==> src/rtl/vga_fb_pkg.sv <==
// Shared definitions for the VGA frame-buffer read path: FSM encoding,
// frame-buffer bank bases and the active-video geometry that sizes a frame.
package vga_fb_pkg;

    typedef enum logic [2:0] {
        S_IDLE,
        S_CLR,
        S_CHECK,
        S_REQ,
        S_WAIT
    } fb_state_e;

    localparam int H_ACTIVE        = 1024;
    localparam int V_ACTIVE        = 768;
    localparam int FRAME_WORDS_DEF = H_ACTIVE * V_ACTIVE;

    localparam logic [23:0] BANK0_BASE_DEF = 24'h000000;
    localparam logic [23:0] BANK1_BASE_DEF = 24'h100000;

endpackage

==> src/rtl/vga_fb_bank_ctrl.sv <==
// Ping-pong bank ownership: a finished camera frame is parked until the reader
// restarts a frame, at which point the two banks trade roles.
module vga_fb_bank_ctrl (
    input  logic clk_i,
    input  logic rst_i,
    input  logic wr_frame_done_i,
    input  logic swap_i,
    output logic wr_bank_o,
    output logic rd_bank_o,
    output logic wr_allow_o
);

    logic swap_pend_q, swap_pend_d;
    logic wr_bank_q, wr_bank_d;
    logic rd_bank_q, rd_bank_d;

    always_comb begin
        swap_pend_d = swap_pend_q;
        wr_bank_d   = wr_bank_q;
        rd_bank_d   = rd_bank_q;
        // A second frame-done while one is already parked is dropped.
        if (swap_pend_q) begin
            if (swap_i) begin
                rd_bank_d   = wr_bank_q;
                wr_bank_d   = ~wr_bank_q;
                swap_pend_d = 1'b0;
            end
        end else if (wr_frame_done_i) begin
            swap_pend_d = 1'b1;
        end
    end

    always_ff @(posedge clk_i or posedge rst_i) begin
        if (rst_i) begin
            swap_pend_q <= 1'b0;
            wr_bank_q   <= 1'b0;
            rd_bank_q   <= 1'b1;
        end else begin
            swap_pend_q <= swap_pend_d;
            wr_bank_q   <= wr_bank_d;
            rd_bank_q   <= rd_bank_d;
        end
    end

    assign wr_bank_o  = wr_bank_q;
    assign rd_bank_o  = rd_bank_q;
    assign wr_allow_o = ~swap_pend_q;

endmodule

==> src/rtl/vga_fb_rd_scheduler.sv <==
// Issues SDRAM burst reads that keep the VGA line FIFO topped up, restarting
// the read of the current bank at every frame start.
module vga_fb_rd_scheduler
    import vga_fb_pkg::*;
#(
    parameter int                ADDR_W      = 24,
    parameter int                FRAME_WORDS = FRAME_WORDS_DEF,
    parameter int                BURST_LEN   = 256,
    parameter int                LEN_W       = 9,
    parameter int                FIFO_DEPTH  = 1024,
    parameter int                CNT_W       = 11,
    parameter logic [ADDR_W-1:0] BANK0_BASE  = BANK0_BASE_DEF,
    parameter logic [ADDR_W-1:0] BANK1_BASE  = BANK1_BASE_DEF
) (
    input  logic              sys_clk,
    input  logic              rst,
    input  logic              v_sync,
    input  logic [CNT_W-1:0]  fifo_rd_cnt,
    output logic              fifo_clr,
    output logic              rd_req,
    input  logic              rd_ack,
    output logic [ADDR_W-1:0] rd_addr,
    output logic [LEN_W-1:0]  rd_len,
    input  logic              rd_done,
    input  logic              wr_frame_done,
    output logic              wr_bank,
    output logic              wr_allow,
    output logic              rd_bank,
    output logic              rd_underrun
);

    localparam int               WL_W        = $clog2(FRAME_WORDS + 1);
    localparam logic [CNT_W-1:0] FILL_THRESH = CNT_W'(FIFO_DEPTH - BURST_LEN);

    fb_state_e         state_q, state_d;
    logic              v_sync_q;
    logic              fs_pend_q, fs_pend_d;
    logic [ADDR_W-1:0] addr_q, addr_d;
    logic [WL_W-1:0]   words_left_q, words_left_d;
    logic [ADDR_W-1:0] rd_addr_q, rd_addr_d;
    logic [LEN_W-1:0]  rd_len_q, rd_len_d;
    logic              underrun_q, underrun_d;

    logic              fs, fs_any, enter_clr;
    logic [LEN_W-1:0]  burst_len;
    logic [WL_W-1:0]   len_wl;

    assign fs        = v_sync_q & ~v_sync;
    assign fs_any    = fs | fs_pend_q;
    assign burst_len = (32'(words_left_q) >= BURST_LEN) ? LEN_W'(BURST_LEN)
                                                        : LEN_W'(words_left_q);
    assign len_wl    = WL_W'(rd_len_q);

    always_comb begin
        state_d      = state_q;
        fs_pend_d    = fs_pend_q;
        addr_d       = addr_q;
        words_left_d = words_left_q;
        rd_addr_d    = rd_addr_q;
        rd_len_d     = rd_len_q;
        underrun_d   = underrun_q;

        unique case (state_q)
            S_IDLE: begin
                if (fs_any) state_d = S_CLR;
            end
            S_CLR: begin
                // rd_bank already reflects any swap taken on entry to this state.
                addr_d       = rd_bank ? BANK1_BASE : BANK0_BASE;
                words_left_d = WL_W'(FRAME_WORDS);
                state_d      = S_CHECK;
            end
            S_CHECK: begin
                if (fs_any) begin
                    if (words_left_q != '0) underrun_d = 1'b1;
                    state_d = S_CLR;
                end else if (words_left_q == '0) begin
                    state_d = S_IDLE;
                end else if (fifo_rd_cnt <= FILL_THRESH) begin
                    rd_addr_d = addr_q;
                    rd_len_d  = burst_len;
                    state_d   = S_REQ;
                end
            end
            S_REQ: begin
                if (rd_ack) state_d = S_WAIT;
            end
            S_WAIT: begin
                if (rd_done) begin
                    addr_d       = addr_q + ADDR_W'(rd_len_q);
                    words_left_d = (len_wl >= words_left_q) ? '0 : words_left_q - len_wl;
                    state_d      = S_CHECK;
                end
            end
            default: state_d = S_IDLE;
        endcase

        // A frame start seen mid-burst is remembered until the reader restarts.
        enter_clr = (state_d == S_CLR) && (state_q != S_CLR);
        if (enter_clr)
            fs_pend_d = 1'b0;
        else if (fs && (state_q != S_IDLE) && (state_q != S_CHECK))
            fs_pend_d = 1'b1;
    end

    always_ff @(posedge sys_clk or posedge rst) begin
        if (rst) begin
            state_q      <= S_IDLE;
            v_sync_q     <= 1'b0;
            fs_pend_q    <= 1'b0;
            addr_q       <= '0;
            words_left_q <= '0;
            rd_addr_q    <= '0;
            rd_len_q     <= '0;
            underrun_q   <= 1'b0;
        end else begin
            state_q      <= state_d;
            v_sync_q     <= v_sync;
            fs_pend_q    <= fs_pend_d;
            addr_q       <= addr_d;
            words_left_q <= words_left_d;
            rd_addr_q    <= rd_addr_d;
            rd_len_q     <= rd_len_d;
            underrun_q   <= underrun_d;
        end
    end

    vga_fb_bank_ctrl u_bank_ctrl (
        .clk_i           (sys_clk),
        .rst_i           (rst),
        .wr_frame_done_i (wr_frame_done),
        .swap_i          (enter_clr),
        .wr_bank_o       (wr_bank),
        .rd_bank_o       (rd_bank),
        .wr_allow_o      (wr_allow)
    );

    assign fifo_clr    = (state_q == S_CLR);
    assign rd_req      = (state_q == S_REQ);
    assign rd_addr     = rd_addr_q;
    assign rd_len      = rd_len_q;
    assign rd_underrun = underrun_q;

endmodule

==> config.mk <==
export PLATFORM = sky130hd
export DESIGN_NAME = vga_fb_rd_scheduler
export DESIGN_NICKNAME = d
export VERILOG_FILES = /design/src/rtl/vga_fb_pkg.sv /design/src/rtl/vga_fb_bank_ctrl.sv /design/src/rtl/vga_fb_rd_scheduler.sv
export SDC_FILE = /design/constraint.sdc
export NUM_CORES = 1
export LEC_CHECK = 0
export CORE_AREA = 2 2 109 111
export CTS_BUF_LIST = sky130_fd_sc_hd__clkbuf_4
export DETAILED_ROUTE_END_ITERATION = 16
export DIE_AREA = 0 0 111 113
export GPL_ROUTABILITY_DRIVEN = 0
export PLACE_DENSITY_LB_ADDON = 0.08
export SYNTH_ARGS = -nofsm -noshare
export SYNTH_HDL_FRONTEND = slang
export SYNTH_SLANG_ARGS = --single-unit
==> constraint.sdc <==
create_clock -name sys_clk -period 2.81 [get_ports sys_clk]
set_input_delay 0.7025 -clock sys_clk [delete_from_list [all_inputs] [get_ports sys_clk]]
set_output_delay 0.7025 -clock sys_clk [all_outputs]
set_load 0.02 [all_outputs]
* Word level (Yosys, flattened, before mapping)
Cells that the tools add are included.
** Cells by class
- $add $sub $neg :: 2
- Magnitude comparators :: 3
- Eq/ne operators :: 8
- Mux-type cells :: 19
- Bitwise logic cells :: 7
- Reduce and logical (&&, ||, !) cells :: 13
** Operators by type and width (count)
- $pmux W24 S2 :: 1
- $mux W20 :: 2
- $pmux W20 S2 :: 1
- $add A24 B9 Y24 :: 1
- $mux W24 :: 1
- $mux W21 :: 1
- $ge A20 B9 Y1 const B :: 1
- $ge A9 B20 Y1 :: 1
- $logic_not A20 Y1 :: 1
- $reduce_bool A20 Y1 :: 1
- $sub A20 B9 Y20 :: 1
- $mux W3 :: 6
- $pmux W3 S5 :: 1
- $le A11 B10 Y1 const B :: 1
- $mux W9 :: 1
- $eq A3 B1 Y1 const B :: 2
- $eq A3 B2 Y1 const B :: 2
- $mux W1 :: 5
- $not A1 Y1 :: 5
- $reduce_and A2 Y1 :: 2
- $reduce_and A4 Y1 :: 1
- $reduce_bool A2 Y1 :: 2
- $eq A3 B3 Y1 const B :: 1
- $logic_and A1 B1 Y1 :: 3
- 8 further kinds :: 8
** Word-level totals
- Register bits :: 86
- Bits of input ports :: 17
- Word-level logic and storage cells :: 63

* Depth between registers and ports, before layout
Gate-level depths: netlist (run 1).
- Word-level depth :: 9
- Gate-level depth with buffers :: 11
- Depth with buffers taken out :: 10

* Modules after synthesis
A second synthesis (run 1) with hierarchy kept.
** Unflattened totals
- Cell total of the unflattened synthesis :: 448
- Area total of the unflattened synthesis :: 4586.9 um^2
** By module, submodules not included
- vga_fb_rd_scheduler :: times used 1, cells an instance 438, area each 4461.8 um^2, seq. area each 2077.0 um^2
- vga_fb_bank_ctrl :: times used 1, cells an instance 10, area each 125.1 um^2, seq. area each 76.3 um^2

* Least setup slack after synthesis (run 1)
Ideal clock, no wire load.
- Path kind :: reg2reg
- From :: reg rd_len_q[0] (netlist: rd_len[0])
- To :: reg words_left_q[13]
- Library setup time :: 126 ps
- Data arrival time :: 2261 ps
- Setup slack :: 423 ps
- Cell stages (with the launch flop) :: 10
- Buffers on the path :: 0
- Cells stage by stage :: dfrtp_1 -> ha_1 -> inv_1 -> fa_1 -> a211oi_2 -> o21ai_2 -> o31ai_4 -> nor2_2 -> and3_1 -> a221o_1
** Between the ends
- Word-level cells in the longest chain between the ends :: 4
** RTL lines
- start, declared :: RTL line vga_fb_rd_scheduler.sv:41 : logic [LEN_W-1:0] rd_len_q, rd_len_d;
- start signal, assigned :: RTL line vga_fb_rd_scheduler.sv:123 : rd_len_q <= rd_len_d;
- $sub A20 B9 Y20 or $ge A9 B20 Y1 (tied branches) :: RTL line vga_fb_rd_scheduler.sv:91 : words_left_d = (len_wl >= words_left_q) ? '0 : words_left_q - len_wl;
- $mux W20 (*) :: RTL line vga_fb_rd_scheduler.sv:91
- $mux W20 (*) :: RTL line vga_fb_rd_scheduler.sv:89 : if (rd_done) begin
- $pmux W20 S2 (*) :: RTL line vga_fb_rd_scheduler.sv:63 : unique case (state_q)
- end signal, assigned :: RTL line vga_fb_rd_scheduler.sv:121 : words_left_q <= words_left_d;
- end, declared :: RTL line vga_fb_rd_scheduler.sv:39 : logic [WL_W-1:0] words_left_q, words_left_d;
Mark *: on every way between the ends. The rest lies on a longest branch, timed or not. The select of a mux whose other input is x is not followed.
A chain may end at the register's enable or synchronous reset.

* Final worst setup path (run 1)
- From :: reg state_q[2]
- To :: out fifo_clr
** Between the ends
- Word-level cells in the longest chain between the ends :: 1
** RTL lines
- start, declared :: RTL line vga_fb_rd_scheduler.sv:35 : fb_state_e state_q, state_d;
- start signal, assigned :: RTL line vga_fb_rd_scheduler.sv:117 : state_q <= state_d;
- $eq A3 B1 Y1 :: RTL line vga_fb_rd_scheduler.sv:138 : assign fifo_clr = (state_q == S_CLR);
- end, declared :: RTL line vga_fb_rd_scheduler.sv:19 : output logic fifo_clr,
Every way passes these cells.

==> flow_summary.ini, run 1 <==
[power_and_ir_drop]
switching_share = 0.367
clkPwrFrac = 0.223
seq_power_share = 0.396
p_leak_uw = 0.00261
comb_power_share = 0.382
peakVddDrop_mv = 0.434
intPower_uw = 2570
p_sw_uw = 1490
p_per_area_mw_per_mm2 = 702

[synthesis]
synthAdderAreaFrac = 0.0555
netlist_area_mm2 = 0.00478
yosysUniqueCellTypes = 72
async_reset_ff_frac = 1.00
postSynthCellCount = 460
synth_area_per_cell_um2 = 10.4
synth-main-ff-cell = dfrtp_1
yosysSeqAreaShare = 0.450
synth-simple-area-share = 0.175
synth_top_family_by_area = simple AND/OR/NAND/NOR gates
yosysTopAreaCellShare = 0.445
synth_edf_count = 0
synth_mux_area_frac = 0.0685
yosys-top-cells-area = dfrtp_1, mux2_4, ha_1
synth_warnings = 0
synth_xor_area_frac = 0.0476
synth-seq-cells = 86
yosysTopAreaCell = dfrtp_1
synth_compound_area_frac = 0.171
syn_nets = 497

[worst_setup_path]
reg2reg_depth = 10
worstSetupEndpointType = output pin
critPathArrivalTime_ps = 1970
required_ps = 2110
startpoint_type = flop
cp_max_fo = 5
r2r_slack_ps = 220
r2r_start = words_left_q[0]$_DFFE_PP0P_
critPathKind = flop to output pin
r2r-end = words_left_q[13]$_DFFE_PP0P_

[sta]
finalWorstSetupSlack_ps = 142
period_needed_ps = 2670
max_slew.worst_pin.slew_ps = 617
finClkSkew_ps = 15.3
tns_ps = 0
slew_violations = 0
relSlewSlack = 0.585
setup_violations = 0
finalHoldViolCount = 0
fin_crit_sh = 0.950
fmax_ghz = 0.375
rsz0062_at_grt = no

[floorplanning]
die_w_um = 111
die_h_um = 113
start_util = 0.424
placeableCoreArea_mm2 = 0.0113
io_pins = 56
dieArea_mm2 = 0.0125
rows = 39

[global_route]
grt.overflow.total = 0
grt_first_pass_wirelength_um = 17500
grt_pass1_vias = 3536
grt_max_degree = 87
grt_antenna_before_repair = 0
grt_usage = 0.173

[drt]
wl_met2_um = 4640
via_per_inst = 5.45
top_layer = met4
routed_wirelength_um = 10500
post-route-drc-count = 0
wl_met1_um = 5300
ant_nets = 0
drtIter0Drc = 175
drtPass1Iterations = 4
wl_per_cell_um = 15.5
dr_wl_met3_um = 405
route.vias.total = 3690

[clock_tree]
clockBufferDepth = 2
cts_tree = done
cts.sinks = 86
tritoncts.num_buffers = 9
cts_max_level = 3
cts_root_buffer = clkbuf_4
clk_pin_slew_ps = 140
clock_latency_ps = 470
hold_buffers = 0

[finish]
fillCellCount = 1052
utilization = 0.512
design_area_mm2 = 0.00577
fin_nets = 566
area_growth_pct = 20.7
layout-drive-gt1-share = 0.152
diodes = 0

[placed_design]
pre_cts_ws_ps = 138
port_buffers = 55
dp_hpwl_um = 7550
placed_area_mm2 = 0.00558

[min_path]
hold_class = flop to flop
whs_path_depth = 1
min_to = words_left_q[14]$_DFFE_PP0P_
hp-start = words_left_q[14]$_DFFE_PP0P_

[run_status]
status = finished, final reports clean

[flow_run]
cap_violations = 0
[synth_stat cells, types with 2 or more instances]
cell type,number
o21bai_1,3
o211ai_1,3
buf_2,3
a22o_1,10
nand2b_1,4
mux2i_1,2
xnor2_1,14
clkbuf_1,5
o21ai_0,28
a211oi_1,5
inv_1,20
nand4_1,3
and3_1,3
buf_6,2
or3_1,3
xor2_1,12
a31o_2,4
mux2_4,16
a31oi_1,5
a21o_1,8
and2_1,2
nand2_1,48
o21ai_1,4
o21a_1,5
and4_1,3
or2_2,2
a2bb2oi_1,2
dfrtp_1,85
nor2_1,36
mux2_2,6
nor3_1,6
fa_1,2
nor4_1,9
nand3_1,19
nor4_4,2
a21oi_1,22
a21oi_2,2
ha_1,18
[power groups by stage]
stage / Sequential [uW] / Clock, uW / Combinational, uW
3_5_place_dp: 1630 / 0 / 1540
4_1_cts: 1600 / 938 / 1550
2_1_floorplan: 1700 / 0 / 889
3_3_place_gp: 1620 / 0 / 1530
6_report: 1600 / 902 / 1550
5_1_grt: 1630 / 988 / 1690
[cell usage in the layout, fill, tap and decap left out, types with 4 or more instances in the layout]
cell type / netlist / final
clkbuf_4: 0 / 10
nor2_1: 36 / 36
nor4_1: 9 / 9
dfrtp_1: 85 / 84
mux2_2: 6 / 6
a21oi_1: 22 / 22
a31oi_1: 5 / 5
xor2_1: 12 / 12
nor3_1: 6 / 6
clkdlybuf4s50_1: 0 / 55
nand2b_1: 4 / 4
xnor2_1: 14 / 14
a31o_2: 4 / 4
ha_1: 18 / 18
buf_4: 1 / 13
a22o_1: 10 / 10
nand2_1: 48 / 48
nand3_1: 19 / 19
a211oi_1: 5 / 5
o21ai_0: 28 / 28
mux2_4: 16 / 16
inv_1: 20 / 19
a21o_1: 8 / 8
o21a_1: 5 / 5
o21ai_1: 4 / 4
[stage by stage]
stage / hold WS [ps] / cells / power (uW)
finish: 489 / 677 / 4050
global placement: 471 / 661 / 3150
global route: 531 / 677 / 4310
floorplan: 451 / 460 / 2590
detailed placement: 475 / 661 / 3170
CTS: 496 / 677 / 4090
[worst max path at each step]
| stage | from | end | slack [ps] | depth (start not counted) |
|---|---|---|---|---|
| 2_1_floorplan | rd_len[0]$_DFFE_PP0P_ | words_left_q[13]$_DFFE_PP0P_ | 420 | 9 |
| 3_3_place_gp | rd_len[0]$_DFFE_PP0P_ | words_left_q[13]$_DFFE_PP0P_ | 140 | 9 |
| 3_5_place_dp | rd_done | addr_q[23]$_DFFE_PP0P_ | 140 | 7 |
| 4_1_cts | state_q[2]$_DFF_PP0_ | fifo_clr | 100 | 4 |
| 5_1_grt | words_left_q[0]$_DFFE_PP0P_ | words_left_q[13]$_DFFE_PP0P_ | 10 | 10 |
| 6_report | state_q[2]$_DFF_PP0_ | fifo_clr | 140 | 4 |
[flip-flops by register name (all words and copies together) (netlist names)]
signal / cells
u_bank_ctrl.wr_bank_o: 1
state_q: 3
rd_addr: 24
u_bank_ctrl.swap_pend_q: 1
v_sync_q: 1
fs_pend_q: 1
u_bank_ctrl.rd_bank_o: 1
addr_q: 24
rd_len: 9
words_left_q: 20
rd_underrun: 1
[layer usage]
layer / vias up / global-route usage
met3: 14 / 0.0359
met1: 1786 / 0.245
li1: 1811 / -
met4: 0 / 0.0650
met5: - / 0
met2: 79 / 0.263
[critical path, cell delays in order (launching register included)]
cell and delay [ps]:
dfrtp_1 450, and2b_1 230, nand2b_1 80, inv_1 120
clkdlybuf4s50_1 620
[layout make-up]
class / count / area, um^2 / share of cell area
inverters: 20 / 78.8 / 0.0137
multi-input cells: 342 / 2490 / 0.431
flip-flops and latches: 86 / 2150 / 0.373
well taps: 143 / 179 / 0.0310
clock inverters: 6 / 110 / 0.0191
repair buffers: 70 / 688 / 0.119
clock buffers: 10 / 75.1 / 0.0130
[cell families (layout without fill, tap and decap cells)]
| group | after synthesis | after routing |
|---|---|---|
| simple gates | 155 | 155 |
| compound gates | 117 | 117 |
| flops | 86 | 86 |
| buf+inv | 32 | 106 |
| xor+xnor | 26 | 26 |
| mux | 24 | 24 |
| fa+ha+maj | 20 | 20 |
[timing repair]
action | CTS | global route
gates resized for setup | 0 | 4
setup endpoints to repair | 0 | 2
buffers inserted | 0 | 0
No activity file was read; power rests on OpenSTA's default activity.
==> run 2: changes to the inputs <==
Settings changed: CORE_AREA 2 2 109 111 to 2 2 97 99, DIE_AREA 0 0 111 113 to 0 0 99 101, GPL_TIMING_DRIVEN from default to 0, SYNTH_HIERARCHICAL from default to 1.
==> flow_summary.ini, run 2 <==
[run_status]
status = finished, final reports clean

[sta]
fin_crit_sh = 0.963
finClkSkew_ps = 15.6
finalHoldViolCount = 0
setup_violations = 0
fmax_ghz = 0.370
max_slew.worst_pin.slew_ps = 697
period_needed_ps = 2710
slew_violations = 0
relSlewSlack = 0.531
hold_slack_ps = 475
rsz0062_at_grt = no

[drt]
drtIter0Drc = 149
routed_wirelength_um = 10500
via_per_inst = 5.76
post-route-drc-count = 0
wl_per_cell_um = 16.6
ant_nets = 0
drtPass1Iterations = 4
route.vias.total = 3649

[clock_tree]
hold_buffers = 0
cts_max_level = 3
clk_pin_slew_ps = 160
clock_latency_ps = 450
cts_root_buffer = clkbuf_4
cts.sinks = 86
clockBufferDepth = 2
cts_tree = done
tritoncts.num_buffers = 9

[synthesis]
synth_warnings = 6
syn_nets = 485
yosysUniqueCellTypes = 69
synth-main-ff-cell = dfrtp_1
synth-seq-cells = 86
postSynthCellCount = 448
synth_edf_count = 0
yosysTopAreaCellShare = 0.464
netlist_area_mm2 = 0.00459
async_reset_ff_frac = 1.00
yosysMostFrequentCell = dfrtp_1
yosysSeqAreaShare = 0.469
ys_top_cells_by_count = dfrtp_1, nand2_1, nor2_1
yosys-top-cells-area = dfrtp_1, mux2_2, ha_1
yosysTopAreaCell = dfrtp_1
synth_area_per_cell_um2 = 10.2

[finish]
layout-drive-gt1-share = 0.148
fin_nets = 554
design_area_mm2 = 0.00550
area_growth_pct = 19.9
layout_common_cells = dfrtp_1, clkdlybuf4s50_1, nand2_1, nor2_1, o21ai_0
diodes = 0
final_common_cell = dfrtp_1

[min_path]
hold_class = input pin to async pin

[worst_setup_path]
cp_max_fo = 9
startpoint_type = flop
worstSetupEndpointType = output pin
critPathArrivalTime_ps = 2000
worst-path-buf-inv = 2
worst_path_max_delay_cell = clkdlybuf4s50_1
cp_cell_sequence = buf_2 > nand2b_1 > nor2_1 > clkdlybuf4s50_1
slowest_delay_ps = 630
critical_path.top_delay_family = buffers and inverters
critPathKind = flop to output pin
required_ps = 2110

[floorplanning]
io_pins = 56
start_util = 0.511
die_h_um = 101
placeableCoreArea_mm2 = 0.00898
rows = 35
dieArea_mm2 = 0.0100
die_w_um = 99

[placed_design]
port_buffers = 55
placed_area_mm2 = 0.00532
dp_hpwl_um = 7750

[power_and_ir_drop]
p_per_area_mw_per_mm2 = 642
p_sw_uw = 1410
peakVddDrop_mv = 0.295
switching_share = 0.399
clkPwrFrac = 0.195
p_leak_uw = 0.00250
seq_power_share = 0.427
intPower_uw = 2120
comb_power_share = 0.378

[global_route]
grt_antenna_before_repair = 0
grt_usage = 0.221
grt_max_degree = 38
grt_first_pass_wirelength_um = 17700
grt.overflow.total = 0
grt_pass1_vias = 3511

[flow_run]
cap_violations = 0
-- run 2: stage by stage --
stage / setup TNS, ps / power [uW] / util / std cells / setup slack, ps
6_report: 0 / 3530 / 0.613 / 633 / 105
5_1_grt: 0 / 3770 / 0.613 / 633 / 6.95
4_1_cts: 0 / 3530 / 0.608 / 630 / 2.78
3_5_place_dp: -338 / 2820 / 0.593 / 616 / -338
3_3_place_gp: -340 / 2790 / 0.588 / 614 / -340
2_1_floorplan: 0 / 2390 / - / 448 / 343
-- run 2: final cells by class --
cell class | instances | area, um^2
sequential | 86 | 2150
clock buffer | 9 | 67.6
multi-input combinational | 326 | 2300
buffer | 13 | 77.6
inverter | 20 | 82.6
fill | 766 | 3480
tap | 111 | 139
timing repair buffer | 61 | 619
clock inverter | 7 | 62.6
-- run 2: power by group through the flow --
stage,logic (uW),clock network [uW],registers [uW]
floorplan,836,0,1550
global placement,1280,0,1510
detailed placement,1300,0,1510
CTS,1310,712,1510
global route,1470,760,1530
finish,1340,689,1510
-- run 2: cell families after synthesis --
kind of cell               after synthesis  synth area share
adders and majority gates               20            0.0578
buffers and inverters                   36            0.0357
muxes                                   25            0.0619
and+or+nand+nor                        152             0.173
xor gates and xnor gates                25            0.0477
AOI/OAI and AO/OA                      104             0.155
DFF                                     86             0.469
-- run 2: metal layers --
metal	vias to the layer above	GRT usage	part of all wire
met5	-	0	0
met4	0	0.0769	0.022
met3	18	0.0298	0.038
met2	75	0.350	0.47
met1	1782	0.316	0.47
li1	1774	-	-
-- run 2: repair_timing --
action / in CTS / in global routing
gates resized for setup: 4 / 3
endpoints found under the setup margin: 1 / 13
buffers inserted: 1 / 3
pin swaps: 0 / 1
-- run 2: path summary, 6_finish.rpt --
kind / startpoint / endpoint / slack (ps) / cells after the start
worst max-delay path: state_q[2]$_DFF_PP0_ / rd_req / 100 / 4
worst min-delay path: rst / u_bank_ctrl/wr_bank_o$_DFFE_PP0P_ / 470 / 2
worst max register to register: rd_len[1]$_DFFE_PP0P_ / words_left_q[19]$_DFFE_PP0P_ / 200 / 8
worst min register to register: rd_underrun$_DFFE_PP0P_ / rd_underrun$_DFFE_PP0P_ / 490 / 1
max in group asynchronous: rst / words_left_q[12]$_DFFE_PP0P_ / 1410 / 4
min in group sys_clk: rd_underrun$_DFFE_PP0P_ / rd_underrun$_DFFE_PP0P_ / 490 / 1
